## src/rtl/lcd_timing_gen_if.sv

```systemverilog
// Bundle between the raster timing generator and the downstream pixel stage.
// Lock/enable flow into the generator; sync, enable and coordinates flow out.
interface lcd_timing_gen_if #(
  parameter int unsigned CW = 10
);
  logic          pll_locked;
  logic          enable;
  logic          hsync_n;
  logic          vsync_n;
  logic          de;
  logic [CW-1:0] x;
  logic [CW-1:0] y;
  logic          line_start;
  logic          frame_start;
  logic          disp_on;

  modport master (
    input  pll_locked, enable,
    output hsync_n, vsync_n, de, x, y, line_start, frame_start, disp_on
  );

  modport slave (
    output pll_locked, enable,
    input  hsync_n, vsync_n, de, x, y, line_start, frame_start, disp_on
  );
endinterface

```

## src/rtl/lcd_timing_gen.sv

```systemverilog
// Parallel RGB LCD raster timing generator: waits for a settled PLL lock, then
// drives hsync/vsync/de and pixel coordinates, blanking whenever lock or enable drops.
module lcd_timing_gen #(
  parameter int unsigned H_ACTIVE = 480,
  parameter int unsigned H_FRONT  = 2,
  parameter int unsigned H_SYNC   = 41,
  parameter int unsigned H_BACK   = 2,
  parameter int unsigned V_ACTIVE = 272,
  parameter int unsigned V_FRONT  = 2,
  parameter int unsigned V_SYNC   = 10,
  parameter int unsigned V_BACK   = 2,
  parameter int unsigned SETTLE   = 1024,
  parameter int unsigned CW       = 10
) (
  input logic              clk,
  input logic              reset_n,
  lcd_timing_gen_if.master lcd
);

  localparam int unsigned H_TOTAL = H_ACTIVE + H_FRONT + H_SYNC + H_BACK;
  localparam int unsigned V_TOTAL = V_ACTIVE + V_FRONT + V_SYNC + V_BACK;
  localparam int unsigned SW      = (SETTLE > 1) ? $clog2(SETTLE) : 1;

  localparam logic [CW-1:0] H_MAX    = CW'(H_TOTAL - 1);
  localparam logic [CW-1:0] V_MAX    = CW'(V_TOTAL - 1);
  localparam logic [CW-1:0] H_ACT    = CW'(H_ACTIVE);
  localparam logic [CW-1:0] V_ACT    = CW'(V_ACTIVE);
  localparam logic [CW-1:0] HS_START = CW'(H_ACTIVE + H_FRONT);
  localparam logic [CW-1:0] HS_END   = CW'(H_ACTIVE + H_FRONT + H_SYNC);
  localparam logic [CW-1:0] VS_START = CW'(V_ACTIVE + V_FRONT);
  localparam logic [CW-1:0] VS_END   = CW'(V_ACTIVE + V_FRONT + V_SYNC);
  // Last settle count before RUN; the increment from here reaches SETTLE-1.
  localparam logic [SW-1:0] SETTLE_GO = SW'(SETTLE - 2);

  if (H_TOTAL > (1 << CW) || V_TOTAL > (1 << CW)) begin : g_cw_too_small
    $error("lcd_timing_gen: H_TOTAL/V_TOTAL do not fit in CW bits");
  end
  if (SETTLE < 1) begin : g_settle_zero
    $error("lcd_timing_gen: SETTLE must be at least 1");
  end

  typedef enum logic [1:0] {StIdle, StSettle, StRun} state_e;

  state_e        state_q, state_d;
  logic [SW-1:0] settle_q, settle_d;
  logic [CW-1:0] h_q, h_d;
  logic [CW-1:0] v_q, v_d;
  logic          go;

  logic          hsync_q, hsync_d;
  logic          vsync_q, vsync_d;
  logic          de_q, de_d;
  logic [CW-1:0] x_q, x_d;
  logic [CW-1:0] y_q, y_d;
  logic          ls_q, ls_d;
  logic          fs_q, fs_d;
  logic          disp_q, disp_d;

  assign go = lcd.pll_locked && lcd.enable;

  always_ff @(posedge clk) begin
    if (!reset_n) begin
      state_q  <= StIdle;
      settle_q <= '0;
      h_q      <= '0;
      v_q      <= '0;
    end else begin
      state_q  <= state_d;
      settle_q <= settle_d;
      h_q      <= h_d;
      v_q      <= v_d;
    end
  end

  // Counters default to zero so every exit path (and RUN entry) starts clean.
  always_comb begin
    state_d  = state_q;
    settle_d = '0;
    h_d      = '0;
    v_d      = '0;
    unique case (state_q)
      StIdle: begin
        if (go) state_d = (SETTLE == 1) ? StRun : StSettle;
      end
      StSettle: begin
        if (!go) begin
          state_d = StIdle;
        end else begin
          settle_d = settle_q + 1'b1;
          if (settle_q == SETTLE_GO) state_d = StRun;
        end
      end
      StRun: begin
        if (!go) begin
          state_d = StIdle;
        end else if (h_q == H_MAX) begin
          h_d = '0;
          v_d = (v_q == V_MAX) ? '0 : v_q + 1'b1;
        end else begin
          h_d = h_q + 1'b1;
          v_d = v_q;
        end
      end
      default: state_d = StIdle;
    endcase
  end

  // Decode of the current counters; registered below so outputs lag by one clock.
  always_comb begin
    hsync_d = 1'b1;
    vsync_d = 1'b1;
    de_d    = 1'b0;
    x_d     = '0;
    y_d     = '0;
    ls_d    = 1'b0;
    fs_d    = 1'b0;
    disp_d  = 1'b0;
    if (state_q == StRun) begin
      de_d    = (h_q < H_ACT) && (v_q < V_ACT);
      hsync_d = !((h_q >= HS_START) && (h_q < HS_END));
      vsync_d = !((v_q >= VS_START) && (v_q < VS_END));
      if (de_d) begin
        x_d = h_q;
        y_d = v_q;
      end
      ls_d   = de_d && (h_q == '0);
      fs_d   = ls_d && (v_q == '0);
      disp_d = 1'b1;
    end
  end

  always_ff @(posedge clk) begin
    if (!reset_n) begin
      hsync_q <= 1'b1;
      vsync_q <= 1'b1;
      de_q    <= 1'b0;
      x_q     <= '0;
      y_q     <= '0;
      ls_q    <= 1'b0;
      fs_q    <= 1'b0;
      disp_q  <= 1'b0;
    end else begin
      hsync_q <= hsync_d;
      vsync_q <= vsync_d;
      de_q    <= de_d;
      x_q     <= x_d;
      y_q     <= y_d;
      ls_q    <= ls_d;
      fs_q    <= fs_d;
      disp_q  <= disp_d;
    end
  end

  assign lcd.hsync_n     = hsync_q;
  assign lcd.vsync_n     = vsync_q;
  assign lcd.de          = de_q;
  assign lcd.x           = x_q;
  assign lcd.y           = y_q;
  assign lcd.line_start  = ls_q;
  assign lcd.frame_start = fs_q;
  assign lcd.disp_on     = disp_q;

endmodule
```

## src/flat_wrapper.sv

```systemverilog
// flat-port wrapper written by rule: the top's interface ports become plain ports
module lcd_timing_gen_flat 
#(
  parameter int unsigned H_ACTIVE = 480,
  parameter int unsigned H_FRONT  = 2,
  parameter int unsigned H_SYNC   = 41,
  parameter int unsigned H_BACK   = 2,
  parameter int unsigned V_ACTIVE = 272,
  parameter int unsigned V_FRONT  = 2,
  parameter int unsigned V_SYNC   = 10,
  parameter int unsigned V_BACK   = 2,
  parameter int unsigned SETTLE   = 1024,
  parameter int unsigned CW       = 10
)
  (clk, reset_n, lcd_pll_locked, lcd_enable, lcd_hsync_n, lcd_vsync_n, lcd_de, lcd_x, lcd_y, lcd_line_start, lcd_frame_start, lcd_disp_on);
  lcd_timing_gen_if #(.CW(CW)) lcd_i ();
  input logic clk;
  input logic reset_n;
  input wire logic [$bits(lcd_i.pll_locked)-1:0] lcd_pll_locked;
  input wire logic [$bits(lcd_i.enable)-1:0] lcd_enable;
  output wire logic [$bits(lcd_i.hsync_n)-1:0] lcd_hsync_n;
  output wire logic [$bits(lcd_i.vsync_n)-1:0] lcd_vsync_n;
  output wire logic [$bits(lcd_i.de)-1:0] lcd_de;
  output wire logic [$bits(lcd_i.x)-1:0] lcd_x;
  output wire logic [$bits(lcd_i.y)-1:0] lcd_y;
  output wire logic [$bits(lcd_i.line_start)-1:0] lcd_line_start;
  output wire logic [$bits(lcd_i.frame_start)-1:0] lcd_frame_start;
  output wire logic [$bits(lcd_i.disp_on)-1:0] lcd_disp_on;
  assign lcd_i.pll_locked = lcd_pll_locked;
  assign lcd_i.enable = lcd_enable;
  assign lcd_hsync_n = lcd_i.hsync_n;
  assign lcd_vsync_n = lcd_i.vsync_n;
  assign lcd_de = lcd_i.de;
  assign lcd_x = lcd_i.x;
  assign lcd_y = lcd_i.y;
  assign lcd_line_start = lcd_i.line_start;
  assign lcd_frame_start = lcd_i.frame_start;
  assign lcd_disp_on = lcd_i.disp_on;
  lcd_timing_gen #(.H_ACTIVE(H_ACTIVE), .H_FRONT(H_FRONT), .H_SYNC(H_SYNC), .H_BACK(H_BACK), .V_ACTIVE(V_ACTIVE), .V_FRONT(V_FRONT), .V_SYNC(V_SYNC), .V_BACK(V_BACK), .SETTLE(SETTLE), .CW(CW)) u_core (.clk(clk), .reset_n(reset_n), .lcd(lcd_i));
endmodule
```

## config.mk

```make
export PLATFORM = sky130hd
export DESIGN_NAME = lcd_timing_gen_flat
export DESIGN_NICKNAME = d
export VERILOG_FILES = /design/src/rtl/lcd_timing_gen_if.sv /design/src/rtl/lcd_timing_gen.sv /design/src/flat_wrapper.sv
export SDC_FILE = /design/constraint.sdc
export NUM_CORES = 1
export LEC_CHECK = 0
export CAP_MARGIN = 15
export CORE_UTILIZATION = 50
export CTS_BUF_LIST = sky130_fd_sc_hd__clkbuf_2 sky130_fd_sc_hd__clkbuf_4 sky130_fd_sc_hd__clkbuf_8
export CTS_CLUSTER_DIAMETER = 80
export CTS_CLUSTER_SIZE = 8
export DETAILED_ROUTE_END_ITERATION = 10
export GPL_TIMING_DRIVEN = 1
export PLACE_DENSITY = 0.73
export SKIP_CTS_REPAIR_TIMING = 1
export SKIP_LAST_GASP = 1
export SLEW_MARGIN = 30
export SYNTH_ARGS = -nofsm -noshare
export SYNTH_HDL_FRONTEND = slang
export SYNTH_SLANG_ARGS = --single-unit
```

## constraint.sdc

```tcl
create_clock -name clk -period 4 [get_ports clk]
set_input_delay 1.2 -clock clk [delete_from_list [all_inputs] [get_ports clk]]
set_output_delay 1.2 -clock clk [all_outputs]
set_load 0.01 [all_outputs]
```

==> metrics.md, run 1 <==
| Metric | Value |
|---|---|
| First-pass detailed-route iteration total | `4` |
| Routability Congestion | `0.782` |
| Sw Ratio | `0.203` |
| Post-synthesis xor/xnor area fraction | `0.0661` |
| RR Endpoint | `u_core.v_q[1]` |
| Initial drt markers | `84` |
| Logic pwr share | `0.007` |
| Critical path class | `input port to register` |
| Predominant post-synthesis flop cell | `dfxtp_1` |
| Clock sink count | `58` |
| Final core utilization | `0.629` |
| Maximum VDD drop | `0.247 mV` |
| WL final | `3970 um` |
| Max incr delay on CP | `510 ps` |
| Status | `complete, no violations` |
| ANT nets after route | `0` |
| Post-synth cell types | `37` |
| Width of the die | `69.1 um` |
| Hold path depth | `1` |
| Simple-gate share of the synthesized area | `0.258` |
| Main combinational cell family by area after synthesis | `simple AND/OR/NAND/NOR gates` |
| Lkg Pwr | `0.957 nW` |
| Largest net degree at the start of global routing | `20` |
| Critical-path cell list | `clkdlybuf4s50_1 -> nand3_1 -> or3b_2 -> or2_2 -> nor2_1` |
| Hold Crit Start | `u_core.settle_q[0]` |
| Syn_area_per_cell | `9.58 um2` |
| R2R cell count | `4` |
| Clock power share | `0.444` |
| Max Slew Vio Count | `0` |
| RSZ-0062 raised after global routing | `no` |
| Maximum fanout along the worst path | `10` |
| Wire length per cell | `12.2 um` |
| Final setup vio count | `0` |
| Initial antenna violation count | `0` |
| Vias in the first global route | `1467` |
| Io pins | `30` |
| Worst R2R Start | `u_core.h_q[4]` |
| # rows | `24` |
| Least-Margin Pin Slew | `721 ps` |
| Max Buffers Root-to-Sink | `2` |
| Global route overflow | `0` |
| HP Class | `register to register` |
| N_diodes | `0` |
| EDFF count, synth | `0` |
| Clk_skew | `7.77 ps` |
| Gate Count Post-Synth | `235` |
| Area grow syn2layout | `21.7%` |
| Core area | `0.00435 mm2` |
| H-tree levels | `3` |
| PortBufs | `29` |
| Total number of vias | `1725` |
| Maximum clock rate | `391 MHz` |
| CP required | `4270 ps` |
| DR vias/cell | `5.29` |
| Max Cap Viol | `0` |
| Total GRT Usage | `0.177` |
| WP data arrival | `2830 ps` |
| Post-Synth Adder-Cell Area | `0.0445` |
| R2R setup slack | `1680 ps` |
| Die area | `0.00477 mm2` |
| Global-route wire length before repair | `6590 um` |
| Worst hold endpoint | `u_core.settle_q[0]` |
| Detailed placement HPWL | `2690 um` |
| Share of cells above drive strength 1 | `0.0949` |
| #FFs+latches synth | `58` |
| Most common cell after layout, fill and taps aside | `dfxtp_1` |
| Slowest-stage cell, CP | `or3b_2` |
| Reg clk slew, reported paths | `60 ps` |
| Effective utilization at floorplan | `0.517` |
| Sequential cell area | `0.00116 mm2` |
| Hold Violations, Final | `0` |
| Synth async-reset ratio | `0` |
| PwrDens | `386 mW/mm2` |
| Ys Warns | `0` |
| Synth Cell Area | `0.00225 mm2` |
| Final period util | `0.639` |
| Tmin final | `2560 ps` |
| Pint | `0.843 mW` |
| Post-synthesis mux area share | `0.00445` |
| Nets | `281` |
| Sequential power share | `0.548` |
| Register area share after synthesis | `0.516` |
| CP Launch Type | `input port` |
| Setup TNS | `0 ps` |
| Worst setup EP type | `register` |
| Fill cells | `364` |
| Sw power | `0.214 mW` |
| Synth Area in Compound Gates | `0.0689` |
| Rel. slew slack | `0.516` |
| Leading cell types in the layout, fill and taps excluded | `dfxtp_1 (58), nor2_1 (30), clkdlybuf4s50_1 (29), and2_1 (17), nand3_1 (12)` |
| Worst-Skew Late Latency | `330 ps` |
| Die span in y | `69.1 um` |
| Area taken by multi-input logic gates | `0.00100 mm2` |
| Total clock buffers created by CTS | `9` |
| CTS tree | `yes` |
| Root Buffer | `clkbuf_8` |
| Residual DRC | `0` |
cells by family (layout without fill, tap and decap cells):
family,count (synthesis),after routing
DFF,58,58
AOI/OAI and AO/OA,24,24
xor gates and xnor gates,17,17
and+or+nand+nor,108,108
buffers and inverters,18,56
adders and majority gates,8,8
muxes,1,1
other,1,2
synth_stat cells, types with 4 or more instances:
cell type | number | area [um2]
dfxtp_1 | 58 | 1160
nor2_1 | 30 | 113
and2_1 | 17 | 106
nand3_1 | 12 | 60.1
nand2_1 | 11 | 41.3
xnor2_1 | 11 | 96.3
inv_1 | 10 | 37.5
o21ai_0 | 9 | 45.0
ha_1 | 8 | 100
nor3_1 | 7 | 35.0
or3_1 | 7 | 43.8
a21oi_1 | 6 | 30.0
xor2_1 | 6 | 52.6
nand4_1 | 5 | 31.3
clkbuf_1 | 4 | 15.0
nor4_1 | 4 | 25.0
sequential cells by signal, summed over array words and instances (netlist names):
| signal | count |
|---|---|
| u_core.settle_q | 10 |
| u_core.v_q | 10 |
| u_core.lcd.disp_on | 1 |
| u_core.lcd.de | 1 |
| u_core.lcd.y | 10 |
| u_core.lcd.frame_start | 1 |
| u_core.h_q | 10 |
| u_core.state_q | 2 |
| u_core.lcd.hsync_n | 1 |
| u_core.lcd.x | 10 |
| u_core.lcd.vsync_n | 1 |
| u_core.lcd.line_start | 1 |
routing by layer:
metal  wire length [um]  track usage
met3                183       0.0585
met1               1820        0.220
met2               1870        0.270
met5                  0            0
met4                 95       0.0952
power groups by stage:
stage          Clock [mW]  Sequential, mW  Combinational (mW)
4_1_cts             0.482           0.580             0.00743
5_1_grt             0.509           0.580             0.00811
6_report            0.470           0.580             0.00745
3_3_place_gp            0           0.593             0.00739
2_1_floorplan           0           0.593             0.00128
3_5_place_dp            0           0.593             0.00740
stage by stage:
stage	instances	hold slack, ps	setup WS (ps)	area, um2	power (mW)
2_1_floorplan	236	423	1650	2250	0.594
5_1_grt	326	515	1340	2740	1.10
3_3_place_gp	310	447	1130	2560	0.600
4_1_cts	326	479	1460	2740	1.07
6_report	326	475	1440	2740	1.06
3_5_place_dp	310	465	1110	2560	0.600
cell type report:
cell class / instances / share of cell area
sequential: 58 / 0.424
multi-input combinational: 160 / 0.366
timing repair buffer: 30 / 0.109
clock buffer: 13 / 0.0585
tap: 52 / 0.0238
inverter: 10 / 0.0137
clock inverter: 3 / 0.00548
worst max-delay path by stage:
| stage | from | to | slack (ps) | cells past startpoint |
|---|---|---|---|---|
| final | reset_n | u_core.h_q[7] | 1440 | 5 |
| after global routing | reset_n | u_core.h_q[7] | 1340 | 5 |
| after CTS | reset_n | u_core.h_q[6] | 1460 | 5 |
| after detailed placement | reset_n | u_core.h_q[6] | 1110 | 5 |
| after global placement | reset_n | u_core.h_q[8] | 1130 | 5 |
| after floorplan | reset_n | u_core.h_q[2] | 1650 | 5 |
worst max-delay path, delay by kind of cell:
family                 cells  cell delay [ps]
and+or+nand+nor            4             1140
buffers and inverters      1              490
Power figures use the tool's default switching activity.
==> run 2, diff against run 1 <==
==> constraint.sdc (replaced) <==
create_clock -name clk -period 2.6 [get_ports clk]
set_input_delay 0.78 -clock clk [delete_from_list [all_inputs] [get_ports clk]]
set_output_delay 0.78 -clock clk [all_outputs]
set_load 0.01 [all_outputs]
==> run 2 against run 1 <==
  * Sequential power rose by 54%
  * Wire length rose by 1.0%
  * Worst setup slack got worse by 1000 ps
  * Highest routed layer unchanged
  * Total power rose by 58%
  * Sequential share of layout area fell by 0.46 points
==> metrics.md, run 2 (synthesis gave the netlist of run 1 again) <==
| Metric | Value |
|---|---|
| Status | `complete, no violations (unchanged)` |
| Worst setup EP type | `register (unchanged)` |
| Max Slew Vio Count | `0 (unchanged)` |
| Final Cell Area | `0.00277 mm2 (was 0.00274 mm2)` |
| # rows | `24 (unchanged)` |
| Routability Congestion | `0.774 (was 0.782)` |
| Reg clk slew, reported paths | `60 ps (about the same)` |
| Total number of vias | `1686 (was 1725)` |
| Slowest-stage cell, CP | `clkdlybuf4s50_1 (was or3b_2)` |
| Post-Place Cells | `312 (was 310)` |
| CP required | `2860 ps (was 4270 ps)` |
| Hold Violations, Final | `0 (unchanged)` |
| CTS tree | `yes (unchanged)` |
| CP Launch Type | `input port (unchanged)` |
| Initial antenna violation count | `0 (unchanged)` |
| ANT nets after route | `0 (unchanged)` |
| Io pins | `30 (unchanged)` |
| R2R setup slack | `490 ps (was 1680 ps)` |
| Leading cell types in the layout, fill and taps excluded | `dfxtp_1 (58), nor2_1 (30), clkdlybuf4s50_1 (29), and2_1 (17) (was dfxtp_1 (58), nor2_1 (30), clkdlybuf4s50_1 (29), and2_1 (17), nand3_1 (12))` |
| PwrDens | `604 mW/mm2 (was 386 mW/mm2)` |
| Most common cell after layout, fill and taps aside | `dfxtp_1 (unchanged)` |
| WP data arrival | `2420 ps (was 2830 ps)` |
| DP Area | `0.00258 mm2 (was 0.00256 mm2)` |
| Total GRT Usage | `0.187 (was 0.177)` |
| Clk_skew | `6.15 ps (was 7.77 ps)` |
| Final period util | `0.831` |
| Post-Layout Cell Count | `328 (was 326)` |
| Share of cells above drive strength 1 | `0.101 (was 0.0949)` |
| Lkg Pwr | `0.974 nW (was 0.957 nW)` |
| Maximum VDD drop | `0.402 mV (was 0.247 mV)` |
| Tmin final | `2160 ps` |
| Die span in y | `69.1 um (unchanged)` |
| Residual DRC | `0 (unchanged)` |
| Wire length per cell | `12.2 um (about the same)` |
| Maximum clock rate | `463 MHz` |
| Vias in the first global route | `1561 (was 1467)` |
| Global-route wire length before repair | `6970 um (was 6590 um)` |
| Max Cap Viol | `0 (unchanged)` |
| Root Buffer | `clkbuf_8 (unchanged)` |
| Setup TNS | `0 ps (unchanged)` |
| Global route overflow | `0 (unchanged)` |
| Total clock buffers created by CTS | `9 (unchanged)` |
| RSZ-0062 raised after global routing | `no (unchanged)` |
| Clock sink count | `58 (unchanged)` |
| Final setup vio count | `0 (unchanged)` |
| DR vias/cell | `5.14 (was 5.29)` |
| PortBufs | `29 (unchanged)` |
| Effective utilization at floorplan | `0.517 (unchanged)` |
| N_diodes | `0 (unchanged)` |
| Max Buffers Root-to-Sink | `2 (unchanged)` |
| Max incr delay on CP | `500 ps (was 510 ps)` |
| WL final | `4010 um (was 3970 um)` |
| H-tree levels | `3 (unchanged)` |
| Fill cells | `387 (was 364)` |
| Detailed placement HPWL | `2720 um (was 2690 um)` |
| HP Class | `register to register (unchanged)` |
| Nets | `283 (was 281)` |
| Worst-Skew Late Latency | `330 ps (about the same)` |
| Critical path class | `input port to register (unchanged)` |
| Die area | `0.00477 mm2 (unchanged)` |
| Core area | `0.00435 mm2 (unchanged)` |
| Maximum fanout along the worst path | `10 (unchanged)` |
| Critical-path cell list | `clkdlybuf4s50_1 -> nand3_1 -> or3b_2 -> or2_2 -> nor2_1 (unchanged)` |
| Largest net degree at the start of global routing | `20 (unchanged)` |
| First-pass detailed-route iteration total | `4 (unchanged)` |
| Area grow syn2layout | `23.0% (was 21.7%)` |
| Final core utilization | `0.636 (was 0.629)` |
| Width of the die | `69.1 um (unchanged)` |
| Initial drt markers | `94 (was 84)` |
| Overall power | `1.67 mW (was 1.06 mW)` |
[run 2: layer usage]
layer,GRT usage,wire length [um]
met1,0.235,1850
met2,0.283,1890
met3,0.0585,205
met4,0.107,59
met5,0,0
[run 2: critical path: cells and delay by family]
kind | cells | cell delay, ps
buffers and inverters | 1 | 500
and+or+nand+nor | 4 | 1140
[run 2: cell type report]
type                            count  area (um2)  share of cell area
Sequential cell                    58        1160               0.419
Timing Repair Buffer               32         313               0.113
Multi-Input combinational cell    160        1000               0.362
Inverter                           10        37.5              0.0136
Clock inverter                      2        10.0             0.00361
Tap cell                           52        65.1              0.0235
Clock buffer                       14         180              0.0651
[run 2: final timing paths]
check                                   startpoint                 end  cells past startpoint
worst min-delay path            u_core.settle_q[0]  u_core.settle_q[0]                      1
worst max register to register       u_core.h_q[1]       u_core.v_q[9]                      6
worst max-delay path                       reset_n       u_core.h_q[5]                      5
worst min register to register  u_core.settle_q[0]  u_core.settle_q[0]                      1
[run 2: where the power goes]
part | internal [mW] | switching, mW
registers | 0.891 | 0.000993
clock network | 0.442 | 0.326
logic | 0.00739 | 0.00422
total | 1.34 | 0.331
[run 2: metrics by stage]
step / setup WS [ps] / hold WS [ps]
floorplan: 652 / 423
global placement: 137 / 451
detailed placement: 99.8 / 459
CTS: 444 / 474
global route: 366 / 506
finish: 438 / 467
==> run 3, diff against run 2 <==
==> constraint.sdc (replaced) <==
create_clock -name clk -period 2 [get_ports clk]
set_input_delay 0.6 -clock clk [delete_from_list [all_inputs] [get_ports clk]]
set_output_delay 0.6 -clock clk [all_outputs]
set_load 0.01 [all_outputs]
==> run 3 against run 2 <==
  * Via count grew 3.9%
  * Register-to-register slack lost 470 ps
  * Count of clock-buffer cells in the layout shrank 1
  * Worst setup slack lost 420 ps
  * Critical endpoint is now u_core.v_q[5]
  * Largest cell class unchanged
==> metrics.md, run 3 (synthesis gave the netlist of run 1 again) <==
| Metric | Value |
|---|---|
| Status | `complete, no violations (unchanged)` |
| Core area | `0.00435 mm2 (unchanged)` |
| Largest delay share family, worst path | `simple AND/OR/NAND/NOR gates (unchanged)` |
| Tmin final | `1980 ps` |
| Dpl ws | `-304 ps (was 99.8 ps)` |
| Worst setup EP type | `register (unchanged)` |
| Critical-path cell list | `or4_4 -> or4_4 -> or3_1 -> a21oi_2 (was clkdlybuf4s50_1 -> nand3_1 -> or3b_2 -> or2_2 -> nor2_1)` |
| Vias in the first global route | `1633 (was 1561)` |
| CP dominant cell by count | `or4_4` |
| DR vias/cell | `5.12 (was 5.14)` |
| Clk_skew | `6.29 ps (was 6.15 ps)` |
| Overall power | `2.34 mW (was 1.67 mW)` |
| Fill cells | `351 (was 387)` |
| Total GRT Usage | `0.193 (was 0.187)` |
| Final setup vio count | `0 (unchanged)` |
| Max incr delay on CP | `580 ps (was 500 ps)` |
| Global-route wire length before repair | `7240 um (was 6970 um)` |
| Leading cell types in the layout, fill and taps excluded | `dfxtp_1 (57), nor2_1 (30), clkdlybuf4s50_1 (29), and2_1 (17), buf_4 (17) (was dfxtp_1 (58), nor2_1 (30), clkdlybuf4s50_1 (29), and2_1 (17))` |
| N_diodes | `0 (unchanged)` |
| Die area | `0.00477 mm2 (unchanged)` |
| CP Launch Type | `register (was input port)` |
| Clock sink count | `58 (unchanged)` |
| # rows | `24 (unchanged)` |
| Nets | `297 (was 283)` |
| CP required | `2270 ps (was 2860 ps)` |
| Width of the die | `69.1 um (unchanged)` |
| Effective utilization at floorplan | `0.517 (unchanged)` |
| Global route overflow | `0 (unchanged)` |
| Lkg Pwr | `1.06 nW (was 0.974 nW)` |
| Maximum VDD drop | `0.664 mV (was 0.402 mV)` |
| Max Slew Vio Count | `0 (unchanged)` |
| Wire length per cell | `12.6 um (was 12.2 um)` |
| Detailed placement HPWL | `3030 um (was 2720 um)` |
| Maximum clock rate | `504 MHz` |
| Slowest-stage cell, CP | `or4_4 (was clkdlybuf4s50_1)` |
| Total number of vias | `1751 (was 1686)` |
| Max Buffers Root-to-Sink | `2 (unchanged)` |
| Maximum fanout along the worst path | `6 (was 10)` |
| Root Buffer | `clkbuf_8 (unchanged)` |
| Residual DRC | `0 (unchanged)` |
| Share of cells above drive strength 1 | `0.166 (was 0.101)` |
| PwrDens | `798 mW/mm2 (was 604 mW/mm2)` |
| CP bufs+invs | `0 (was 1)` |
| ANT nets after route | `0 (unchanged)` |
| First-pass detailed-route iteration total | `5 (was 4)` |
| WL final | `4300 um (was 4010 um)` |
| WP data arrival | `2250 ps (was 2420 ps)` |
| Most common cell after layout, fill and taps aside | `dfxtp_1 (unchanged)` |
| Die span in y | `69.1 um (unchanged)` |
| Worst-Skew Late Latency | `330 ps (about the same)` |
| Critical path class | `register to register (was input port to register)` |
| Largest net degree at the start of global routing | `20 (unchanged)` |
| RSZ-0062 raised after global routing | `yes (was no)` |
| Hold Violations, Final | `0 (unchanged)` |
| Final period util | `0.992` |
| Max Cap Viol | `0 (unchanged)` |
| PortBufs | `29 (unchanged)` |
| Routability Congestion | `0.808 (was 0.774)` |
| Area grow syn2layout | `30.0% (was 23.0%)` |
| Io pins | `30 (unchanged)` |
| H-tree levels | `3 (unchanged)` |
| Final worst slack | `16.4 ps (was 438 ps)` |
| Initial drt markers | `84 (was 94)` |
| Initial antenna violation count | `0 (unchanged)` |
| HP Class | `register to register (unchanged)` |
| CTS tree | `yes (unchanged)` |
| Total clock buffers created by CTS | `9 (unchanged)` |
| Reg clk slew, reported paths | `60 ps (about the same)` |
==> run 3: metal layers <==
metal / GRT usage / vias up / part of all wire
met5: 0 / - / 0
met4: 0.0816 / 0 / 0.014
met3: 0.0687 / 7 / 0.037
met2: 0.315 / 42 / 0.48
met1: 0.230 / 804 / 0.47
li1: - / 898 / -
==> run 3: per-stage QoR <==
step                setup TNS, ps  hold slack (ps)   util  instance area (um2)  std cells
finish                          0              471  0.672                 2930        342
global route                -50.0              497  0.672                 2930        342
CTS                             0              479  0.666                 2900        341
detailed placement          -6180              462  0.615                 2680        325
global placement            -6020              446  0.615                 2680        325
floorplan                       0              423      -                 2250        236
==> run 3: layout make-up <==
cell class / instances / area [um2] / share of cell area
Inverter: 10 / 37.5 / 0.0128
Tap cell: 52 / 65.1 / 0.0222
Timing Repair Buffer: 46 / 418 / 0.143
Clock buffer: 13 / 179 / 0.0611
Multi-Input combinational cell: 160 / 1020 / 0.348
Sequential cell: 58 / 1160 / 0.397
Clock inverter: 3 / 45.0 / 0.0154
==> run 3: worst paths after layout <==
path	start	to	slack, ps	cells after the start
worst min-delay path	u_core.settle_q[0]	u_core.settle_q[0]	470	1
worst max-delay path	u_core.h_q[8]	u_core.v_q[5]	20	4
worst max register to register	u_core.h_q[8]	u_core.v_q[5]	20	4
worst min register to register	u_core.settle_q[0]	u_core.settle_q[0]	470	1
==> run 3: report_power, final <==
part / switching [mW] / leakage (nW) / total [mW] / internal [mW]
Sequential: 0.00123 / 0.468 / 1.16 / 1.16
Clock: 0.449 / 0.108 / 1.16 / 0.711
Combinational: 0.00545 / 0.480 / 0.0165 / 0.0110
Total: 0.456 / 1.06 / 2.34 / 1.88
